**src/rtl/regfile_wb_scheduler_pkg.sv**
```systemverilog
// Shared constants and state encoding for the register-file writeback scheduler.
package regfile_ctrl_pkg;

    localparam int          NREG    = 32;
    localparam int          REG_AW  = 5;
    localparam int          XLEN    = 32;
    localparam int          SP_REG  = 2;
    localparam logic [31:0] SP_INIT = 32'h4000;

    typedef enum logic {
        ST_INIT = 1'b0,
        ST_RUN  = 1'b1
    } state_t;

endpackage

```
**src/rtl/regfile_wb_scheduler_rr_arbiter.sv**
```systemverilog
// Round-robin arbiter: grants the first requester at or above ptr, wrapping
// around to index 0. The grant is one-hot, or zero when nothing requests.
module rr_arbiter
    import regfile_ctrl_pkg::*;
#(
    parameter int N  = 3,
    parameter int PW = (N > 1) ? $clog2(N) : 1
)(
    input  logic [N-1:0]  req,
    input  logic [PW-1:0] ptr,
    output logic [N-1:0]  gnt
);

    logic w_found;

    // Two scans: first the indices >= ptr, then the wrapped indices below ptr
    always_comb begin
        gnt     = '0;
        w_found = 1'b0;
        for (int i = 0; i < N; i++) begin
            if (!w_found && req[i] && (PW'(i) >= ptr)) begin
                gnt[i]  = 1'b1;
                w_found = 1'b1;
            end
        end
        for (int i = 0; i < N; i++) begin
            if (!w_found && req[i]) begin
                gnt[i]  = 1'b1;
                w_found = 1'b1;
            end
        end
    end

endmodule

```
**src/rtl/regfile_wb_scheduler.sv**
```systemverilog
// Owner of the register-file write port: zero-initialises x1..x31 (x2 gets
// the stack pointer) after reset, then arbitrates writeback requesters and
// keeps a pending-write scoreboard for issue-stage hazard stalls.
module regfile_wb_scheduler
    import regfile_ctrl_pkg::*;
#(
    parameter int              N_REQ   = 3,
    parameter int              XLEN    = regfile_ctrl_pkg::XLEN,
    parameter int              SP_REG  = regfile_ctrl_pkg::SP_REG,
    parameter logic [XLEN-1:0] SP_INIT = XLEN'(regfile_ctrl_pkg::SP_INIT)
)(
    input  logic                    clk,
    input  logic                    reset_n,
    input  logic [N_REQ-1:0]        req_valid,
    output logic [N_REQ-1:0]        req_ready,
    input  logic [REG_AW*N_REQ-1:0] req_rd,
    input  logic [XLEN*N_REQ-1:0]   req_wd,
    input  logic                    iss_valid,
    input  logic [REG_AW-1:0]       iss_rd,
    output logic                    iss_ready,
    input  logic [REG_AW-1:0]       rs1,
    input  logic [REG_AW-1:0]       rs2,
    output logic                    rs1_busy,
    output logic                    rs2_busy,
    output logic                    rf_we,
    output logic [REG_AW-1:0]       rf_rd,
    output logic [XLEN-1:0]         rf_wd,
    output logic                    init_done
);

    localparam int                PW       = (N_REQ > 1) ? $clog2(N_REQ) : 1;
    localparam logic [REG_AW-1:0] LAST_REG = REG_AW'(NREG - 1);

    state_t            r_state, w_state_nxt;
    logic [REG_AW-1:0] r_init_ptr;
    logic [PW-1:0]     r_rr_ptr;
    logic              r_rf_we;
    logic [REG_AW-1:0] r_rf_rd;
    logic [XLEN-1:0]   r_rf_wd;
    logic              r_init_done;
    logic [NREG-1:0]   r_busy, w_busy_nxt;

    logic [N_REQ-1:0]  w_gnt;
    logic              w_run, w_accept, w_iss_fire;
    logic [PW-1:0]     w_sel_idx, w_rr_nxt;
    logic [REG_AW-1:0] w_sel_rd;
    logic [XLEN-1:0]   w_sel_wd;

    rr_arbiter #(.N(N_REQ), .PW(PW)) u_arb (
        .req (req_valid),
        .ptr (r_rr_ptr),
        .gnt (w_gnt)
    );

    assign w_run      = (r_state == ST_RUN);
    assign req_ready  = w_run ? w_gnt : '0;
    assign w_accept   = |(req_valid & req_ready);
    // busy[0] is held at zero, so x0 is always ready once running
    assign iss_ready  = w_run & ~r_busy[iss_rd];
    assign w_iss_fire = iss_valid & iss_ready & (iss_rd != '0);
    assign rs1_busy   = w_run & r_busy[rs1];
    assign rs2_busy   = w_run & r_busy[rs2];

    assign rf_we      = r_rf_we;
    assign rf_rd      = r_rf_rd;
    assign rf_wd      = r_rf_wd;
    assign init_done  = r_init_done;

    // Select the granted requester's payload and the pointer that follows it
    always_comb begin
        w_sel_idx = '0;
        w_sel_rd  = '0;
        w_sel_wd  = '0;
        for (int i = 0; i < N_REQ; i++) begin
            if (w_gnt[i]) begin
                w_sel_idx = PW'(i);
                w_sel_rd  = req_rd[REG_AW*i +: REG_AW];
                w_sel_wd  = req_wd[XLEN*i +: XLEN];
            end
        end
        w_rr_nxt = (w_sel_idx == PW'(N_REQ - 1)) ? '0 : w_sel_idx + PW'(1);
    end

    // Next state: leave INIT once x31 has been put on the port
    always_comb begin
        w_state_nxt = r_state;
        if (r_state == ST_INIT && r_init_ptr == LAST_REG)
            w_state_nxt = ST_RUN;
    end

    // State register
    always_ff @(posedge clk or negedge reset_n) begin
        if (!reset_n) r_state <= ST_INIT;
        else          r_state <= w_state_nxt;
    end

    // Write port: init sweep, then the arbitrated writeback one cycle after accept
    always_ff @(posedge clk or negedge reset_n) begin
        if (!reset_n) begin
            r_init_ptr  <= REG_AW'(1);
            r_rr_ptr    <= '0;
            r_rf_we     <= 1'b0;
            r_rf_rd     <= '0;
            r_rf_wd     <= '0;
            r_init_done <= 1'b0;
        end else begin
            r_init_done <= r_init_done | w_run;
            if (!w_run) begin
                r_rf_we    <= 1'b1;
                r_rf_rd    <= r_init_ptr;
                r_rf_wd    <= (r_init_ptr == REG_AW'(SP_REG)) ? SP_INIT : '0;
                r_init_ptr <= r_init_ptr + REG_AW'(1);
            end else begin
                // An accepted x0 write consumes the grant but never reaches the file
                r_rf_we <= w_accept && (w_sel_rd != '0);
                if (w_accept) begin
                    r_rr_ptr <= w_rr_nxt;
                    if (w_sel_rd != '0) begin
                        r_rf_rd <= w_sel_rd;
                        r_rf_wd <= w_sel_wd;
                    end
                end
            end
        end
    end

    // Scoreboard update: clear on file capture first, then a new reservation wins
    always_comb begin
        w_busy_nxt = r_busy;
        if (r_rf_we)
            w_busy_nxt[r_rf_rd] = 1'b0;
        if (w_iss_fire)
            w_busy_nxt[iss_rd] = 1'b1;
        w_busy_nxt[0] = 1'b0;
    end

    // Scoreboard register
    always_ff @(posedge clk or negedge reset_n) begin
        if (!reset_n) r_busy <= '0;
        else          r_busy <= w_busy_nxt;
    end

endmodule

```
**config.mk**
```make
export PLATFORM = sky130hd
export DESIGN_NAME = regfile_wb_scheduler
export DESIGN_NICKNAME = d
export VERILOG_FILES = /design/src/rtl/regfile_wb_scheduler_pkg.sv /design/src/rtl/regfile_wb_scheduler_rr_arbiter.sv /design/src/rtl/regfile_wb_scheduler.sv
export SDC_FILE = /design/constraint.sdc
export NUM_CORES = 1
export LEC_CHECK = 0
export CAP_MARGIN = 20
export CORE_MARGIN = 2
export CORE_UTILIZATION = 30
export CTS_CLUSTER_DIAMETER = 50
export DETAILED_ROUTE_END_ITERATION = 8
export GPL_ROUTABILITY_DRIVEN = 0
export PLACE_DENSITY_LB_ADDON = 0.25
export SKIP_CTS_REPAIR_TIMING = 1
export SLEW_MARGIN = 15
export SYNTH_ARGS = -nofsm -noshare
export SYNTH_HDL_FRONTEND = slang
export SYNTH_SLANG_ARGS = --single-unit
```
**constraint.sdc**
```tcl
create_clock -name clk -period 3.8 [get_ports clk]
set_input_delay 1.14 -clock clk [delete_from_list [all_inputs] [get_ports clk]]
set_output_delay 1.14 -clock clk [all_outputs]
set_load 0.01 [all_outputs]
```
Yosys cells after proc, flatten, opt, wreduce, memory -nomap -nowiden:

Index checks and enable logic that the tools add are counted.

* input bits: 132
* register bits after elaboration: 78
* logic and storage cells: 98
* output and inout port bits: 45

* reductions and logical operators: 22
* $lt $le $gt $ge: 9
* mux-type cells: 40
* bitwise gates (word level): 12
* equal/unequal tests: 5
* add/subtract/negate cells: 2

Operators by type and width (number)
* $mux 32: 8
* $and 32x32->32: 1
* $not 32->32: 1
* $or 32x32->32: 1
* $mux 5: 6
* $lt 5x6->1 const B: 4
* $mux 1: 17
* $bmux 1 s5: 3
* $mux 15: 1
* $logic_and 1x1->1: 12
* $demux 1 s5: 2
* $ge 5x1->1 const B: 2
* $reduce_bool 5->1: 2
* $add 5x1->5 const B: 1
* $and 1x1->1: 5
* $eq 5x2->1 const B: 1
* $eq 5x5->1 const B: 1
* $logic_not 1->1: 5
* $ge 1x2->1 const A: 2
* $mux 2: 2
* $ne 2x1->1 const B: 2
* $reduce_and 2->1: 2
* $and 3x3->3: 1
* $mux 3: 1
* other kinds (6): 7

Longest topological paths before layout:

Gate-level depths: netlist of the first run.

* word-level depth: 25
* mapped depth: 10
* depth with buffers taken out: 7

Modules after synthesis:

A second synthesis of the first run with hierarchy kept.

* cell total of the unflattened synthesis: 536
* area total of the unflattened synthesis: 4998.5 µm²

By module, submodules not included
* regfile_wb_scheduler: cells each 525, area each 4928.5 µm², times used 1
* rr_arbiter: cells each 11, area each 70.1 µm², times used 1

Least setup slack after synthesis of the first run:

OpenSTA, ideal clock, no wires.

* path type: input port to output port
* start point: input port iss_rd[0]
* end point: output port iss_ready
* arrival time: 2958 ps
* path slack: -298 ps
* path buffers: 1
* stages: 4
* required time: 2660 ps
* cells stage by stage: clkbuf_1 -> mux4_2 -> a22o_1 -> a2111oi_0

* cells in the longest elaborated chain, start to end: 4

RTL lines
* start: declaration: line regfile_wb_scheduler.sv:19 `input logic [REG_AW-1:0] iss_rd,`
* $bmux 1 s5: line regfile_wb_scheduler.sv:59 `assign iss_ready = w_run & ~r_busy[iss_rd];`
* $mux 1 (not written as such): line regfile_wb_scheduler.sv:59
* $not 1->1: line regfile_wb_scheduler.sv:59
* $and 1x1->1: line regfile_wb_scheduler.sv:59
* end: declaration: line regfile_wb_scheduler.sv:20 `output logic iss_ready,`

Every way passes these cells. The select of a mux whose other input is x is not followed.

Worst setup path after layout of the first run:

* start point: input port req_valid[2]
* end point: output port req_ready[1]

* cells in the longest elaborated chain, start to end: 10

RTL lines
* start: declaration: line regfile_wb_scheduler.sv:14 `input logic [N_REQ-1:0] req_valid,`
* $logic_and 1x1->1 * (2 in series): line regfile_wb_scheduler_rr_arbiter.sv:21 `if (!w_found && req[i] && (PW'(i) >= ptr)) begin`
* $mux 1 *: line regfile_wb_scheduler_rr_arbiter.sv:21
* $logic_not 1->1: line regfile_wb_scheduler_rr_arbiter.sv:27 `if (!w_found && req[i]) begin`
* $logic_and 1x1->1: line regfile_wb_scheduler_rr_arbiter.sv:27
* $mux 1 *: line regfile_wb_scheduler_rr_arbiter.sv:27
* $logic_not 1->1 *: line regfile_wb_scheduler_rr_arbiter.sv:27
* $logic_and 1x1->1 *: line regfile_wb_scheduler_rr_arbiter.sv:27
* $mux 1 *: line regfile_wb_scheduler_rr_arbiter.sv:27
* $mux 3 *: line regfile_wb_scheduler.sv:56 `assign req_ready = w_run ? w_gnt : '0;`
* end: declaration: line regfile_wb_scheduler.sv:15 `output logic [N_REQ-1:0] req_ready,`

Mark *: on every way between the ends. The rest lies on a longest branch, timed or not.

==> key figures, run 1 <==
Power and ir drop
  – LEAKAGE: about 3.1 nW
  – Power density over the cells: roughly 430 mW/mm²
  – Sw Share: between 30% and 40%
  – Reg power frac: roughly 38%
  – NetSw: 0.000953 W
  – Internal power: 0.00216 W
  – Maximum vdd drop: 0.218 mV
  – Gate power share: 33.0%
  – Clk pwr share: between 20% and 30%

STA
  – Slew margin rel.: about a third
  – Final Slew Violations: 0
  – FMAX: roughly 0.26 GHz
  – Min Tclk post-route: between 3 and 4 ns
  – Clk_skew: roughly 0.0054 ns
  – Final Hold Fails: 0
  – Final setup fails: 4
  – Final setup margin: -0.0960 ns
  – Worst-Margin Slew: between 0.9 and 1 ns
  – Tcrit/Tclk final: 103%
  – RSZ-0062 raised after global routing: true

Placement
  – Worst slack at placement: -0.871 ns
  – Placed cell area: between 0.006 and 0.007 mm²
  – Post-DP HPWL: 12100 µm
  – IO buf count: 176

Yosys
  – Most frequent cell after synthesis: nand2_1
  – Yosys top cell area share: 41.3%
  – Main synth FF type: dfrtp_1
  – Syn. warnings: 0
  – Post-Syn Area: 0.00467 mm²
  – Syn_nets: 649
  – Synth cell count leaders: 136 x nand2_1, 99 x o21ai_0, 77 x dfrtp_1, 33 x a22oi_1, 28 x clkbuf_1
  – Syn Area/Cell: 9.08 µm²
  – Post-synth ARST share: 100%
  – Library cells used by synthesis: between 40 and 50
  – Synth area leaders: dfrtp_1 41%, mux4_2 12%, nand2_1 11%, o21ai_0 11%, a22oi_1 5.3%
  – Seq/Total Area, Yosys: 41.8%
  – Post-synth EDFFs: 0
  – Synth area leader: dfrtp_1
  – Yosys reg bits: between 70 and 80
  – Cells after Synth: 514

Global routing
  – Gr usage total: 19.4%
  – Initial antenna violation count: 0
  – Number of global-route vias before repair: about 4800
  – Largest net degree at the start of global routing: 79
  – Global-route wire length before repair: 25200 µm
  – Overflow after GRT: 0

Setup path
  – Critical Path AT: 2.76 ns
  – Crit Path Max Fanout: 3
  – Crit path capture type: primary output
  – Crit path kind: primary input to primary output
  – CP Data Required Time: roughly 2.7 ns
  – Critical Path Start Type: primary input

Layout
  – Area Overhead vs Synth: 55.2%
  – Filler instances: around 1500
  – Antenna Cells: 0
  – Ratio of cells with drive above 1 in the final layout: ~15%
  – Final instance area: 0.00725 mm²
  – Final #Nets: 835

Die
  – Starting Density: 30.7%
  – I/O Pins: 177
  – Chip width: 129 µm
  – # rows: 45
  – Area of the core: 0.0152 mm²
  – Die area: 0.0166 mm²
  – Die H: about 130 µm

Routing
  – DRT antenna net count: 0
  – Routed WL: 16000 µm
  – DR WL/cell: 17.9 µm
  – Total number of vias: between 4000 and 5000
  – DR iter-0 viols: approximately 330
  – Drt pass-1 iters: 4
  – Post-route DRC: 0
  – DR vias/cell: around 5.3

Clocking
  – CTS sink cnt: 78
  – Max clock buf depth: 2
  – Clk_lat worst skew: 0.33 ns
  – Root Buffer: clkbuf_16
  – Num CTS Buffers: 9
  – CTS tree: yes
  – Worst-path clk slew: 0.06 ns
  – H-tree depth: 3

Status
  – Failing checks: setup timing
  – Run status: finished with violations

Flow run
  – Max cap viols: 0

Worst hold path
  – Worst Hold Class: flip-flop to flip-flop
[layer usage]
metal	share of wire, %	track usage [%]
met5	0	0
met4	2.5	7.42
met3	8.9	5.82
met2	49	32.8
met1	39	23.4
[kinds of logic after synthesis]
kind of cell,Yosys count,share of synthesized area [%]
DFF,78,41.8
buffers and inverters,39,3.30
AOI/OAI and AO/OA,159,20.8
muxes,31,13.5
and+or+nand+nor,201,19.3
adders and majority gates,3,0.804
xor gates and xnor gates,3,0.563
[power by group through the flow]
stage	Clock, W	Combinational, W	Sequential (W)
final	0.000919	0.00103	0.00117
after global routing	0.000982	0.00113	0.00118
after CTS	0.000947	0.00102	0.00116
after floorplan	0	0.000470	0.00113
after detailed placement	0	0.00101	0.00117
after global placement	0	0.00100	0.00117
[final timing paths]
kind	cells after the start	endpoint	startpoint	slack [ns]
min in group asynchronous	1	r_busy[20]	reset_n	0.94
setup reg to reg	8	rf_wd[4]	r_rr_ptr[0]	1.26
setup / recovery	6	req_ready[1]	req_valid[2]	-0.1
hold / removal	1	init_done	init_done	0.47
max in group asynchronous	1	r_state	reset_n	2.12
hold reg to reg	1	init_done	init_done	0.47
[cell usage in the layout (no fill, tap or decap), types with 9 or more instances in the layout]
cell and instances:
clkdlybuf4s50_1 164, buf_4 28, nand2b_1 9, clkbuf_16 10, mux4_2 25, o21ai_0 97, nand2_1 136, a22oi_1 33
nor2_1 10, dfrtp_1 76
[state kept, by name (all words and copies together) (netlist names)]
| signal | flops |
|---|---|
| rf_wd | 32 |
| rf_we | 1 |
| r_state | 1 |
| r_rr_ptr | 2 |
| init_done | 1 |
| r_busy | 31 |
| r_init_ptr | 5 |
| rf_rd | 5 |
[through the flow]
| step | TNS (ns) | utilization, % | total power [W] | std cells | hold WS, ns |
|---|---|---|---|---|---|
| 2_1_floorplan | -0.0717 | - | 0.00160 | 514 | 0.481 |
| 3_3_place_gp | -3.02 | 44.8 | 0.00217 | 871 | 0.454 |
| 3_5_place_dp | -3.06 | 44.8 | 0.00219 | 871 | 0.463 |
| 4_1_cts | -3.11 | 46.9 | 0.00313 | 887 | 0.478 |
| 5_1_grt | -0.521 | 47.7 | 0.00329 | 893 | 0.506 |
| 6_report | -0.244 | 47.7 | 0.00311 | 893 | 0.474 |
[critical path: stages]
cell             delay [ns]
clkdlybuf4s50_1        0.43
nor2b_2                0.19
o21a_1                 0.20
nor2_2                 0.09
and2_1                 0.16
clkdlybuf4s50_1        0.54
[area by class of cell]
type	count	area (µm²)	share of cell area, %
Multi-Input combinational cell	397	2620	36.1
Sequential cell	78	1950	27.0
Clock inverter	6	85.1	1.17
Tap cell	188	235	3.25
Timing Repair Buffer	211	2100	29.0
Clock buffer	10	239	3.30
Inverter	3	11.3	0.155
(Power assumes the default switching activity.)
==> inputs of run 2 (changes only) <==
--- a/config.mk
+++ b/config.mk
@@ -6,7 +6,7 @@
 export NUM_CORES = 1
 export LEC_CHECK = 0
 export CAP_MARGIN = 20
-export CORE_MARGIN = 2
+export CORE_MARGIN = 1
 export CORE_UTILIZATION = 30
 export CTS_CLUSTER_DIAMETER = 50
 export DETAILED_ROUTE_END_ITERATION = 8
==> key figures, run 2 (same netlist as run 1, synthesis figures left out) <==
Clocking
  – Root Buffer: clkbuf_16
  – CTS sink cnt: 78
  – H-tree depth: 3
  – Num CTS Buffers: 9
  – CTS tree: yes
  – Clk_lat worst skew: 0.33 ns
  – Worst-path clk slew: 0.06 ns
  – Max clock buf depth: 2

STA
  – Final setup margin: -0.0525 ns
  – WHS: 0.471 ns
  – RSZ-0062 raised after global routing: true
  – Clk_skew: 0.00946 ns
  – Tcrit/Tclk final: 101%
  – Setup TNS Final: -0.108 ns
  – FMAX: about 0.26 GHz
  – Final Hold Fails: 0
  – Final setup fails: 3
  – Final Slew Violations: 0
  – Worst-Margin Slew: 0.983 ns
  – Slew margin rel.: about 34%
  – Min Tclk post-route: about 3.9 ns

Placement
  – Post-DP HPWL: 11800 µm
  – IO buf count: 176

Die
  – Die area: 0.0161 mm²
  – I/O Pins: roughly 180
  – Starting Density: 30.7%
  – Area of the core: 0.0152 mm²
  – Chip width: approximately 130 µm
  – Die H: 127 µm
  – # rows: 45

Global routing
  – Gr usage total: approximately 20%
  – Overflow after GRT: 0
  – Initial antenna violation count: 0
  – Largest net degree at the start of global routing: just under 80
  – Number of global-route vias before repair: around 4800
  – Global-route wire length before repair: 24400 µm

Power and ir drop
  – Maximum vdd drop: ~0.26 mV
  – Power density over the cells: about 420 mW/mm²
  – LEAKAGE: 3.11 nW

Routing
  – DR iter-0 viols: 407
  – Drt pass-1 iters: 5
  – Routed WL: ~16000 µm
  – DR vias/cell: 5.32
  – DR WL/cell: between 15 and 20 µm
  – DRT antenna net count: 0
  – Post-route DRC: 0
  – Total number of vias: 4758

Setup path
  – Critical Path Start Type: primary input
  – Most frequent CP cell: mux4_2
  – CP cell instances: buf_8 -> buf_12 -> mux4_2 -> mux4_2 -> nand2b_4 -> o211a_1 -> buf_2
  – Crit path kind: primary input to primary output
  – Crit Path Max Fanout: 5
  – Worst path max stage delay: 0.49 ns
  – CP Data Required Time: 2.66 ns
  – Critical Path AT: ~2.7 ns
  – Slowest stage cell on the critical path: mux4_2
  – FF-to-FF path depth: 9
  – Crit path capture type: primary output

Status
  – Run status: finished with violations
  – Failing checks: setup timing

Layout
  – Most frequent cells in the layout: 163 x clkdlybuf4s50_1, 136 x nand2_1, 98 x o21ai_0
  – Commonest non-fill, non-tap cell in the layout: clkdlybuf4s50_1
  – Area Overhead vs Synth: 55.7%
  – Antenna Cells: 0
  – Ratio of cells with drive above 1 in the final layout: 15.2%
  – Final #Nets: 836
  – Largest register FFs: 32

Worst hold path
  – Worst Hold Class: flip-flop to flip-flop
  – Hold path depth: 1

Flow run
  – Max cap viols: 0
[run 2: worst max-delay path, delay by kind of cell]
kind	cells	cell delay (ns)
muxes	2	0.96
buffers and inverters	3	0.33
and+or+nand+nor	1	0.15
AOI/OAI and AO/OA	1	0.12
[run 2: layer usage]
layer / vias to the layer above / GRT usage [%] / part of all wire, %
li1: 2236 / - / -
met1: 2269 / 23.2 / 41
met2: 216 / 33.5 / 49
met3: 37 / 5.48 / 7.7
met4: 0 / 7.98 / 2.6
met5: - / 0 / 0
[run 2: report_power, final]
group / internal (W) / switching (W) / leakage, nW
Combinational: 0.000583 / 0.000442 / 1.99
Sequential: 0.000986 / 0.000181 / 0.984
Clock: 0.000543 / 0.000333 / 0.144
Total: 0.00211 / 0.000956 / 3.11
[run 2: cell type report]
type / instances / area (µm²)
fillers: 1468 / 7930
multi-input cells: 397 / 2630
repair buffers: 212 / 2130
flip-flops and latches: 78 / 1950
clock buffers: 11 / 253
well taps: 188 / 235
clock inverters: 5 / 57.6
inverters: 3 / 11.3
[run 2: stage by stage]
stage	setup slack, ns	power [W]	std cells	utilization [%]	area (µm²)
4_1_cts	-0.877	0.00307	887	46.8	7120
2_1_floorplan	-0.0717	0.00160	514	-	4680
3_3_place_gp	-0.866	0.00216	871	44.8	6810
6_report	-0.0525	0.00307	894	47.8	7270
3_5_place_dp	-0.876	0.00218	871	44.8	6810
5_1_grt	-0.129	0.00323	894	47.8	7270
[run 2: path summary, 6_finish.rpt]
| kind | from | to | slack [ns] |
|---|---|---|---|
| max reg2reg | r_rr_ptr[1] | rf_wd[6] | 1.06 |
| max | rs1[0] | rs1_busy | -0.05 |
| min in group asynchronous | reset_n | r_busy[22] | 0.96 |
| min | init_done | init_done | 0.47 |
| max in group asynchronous | reset_n | r_state | 2.14 |
| min reg2reg | init_done | init_done | 0.47 |
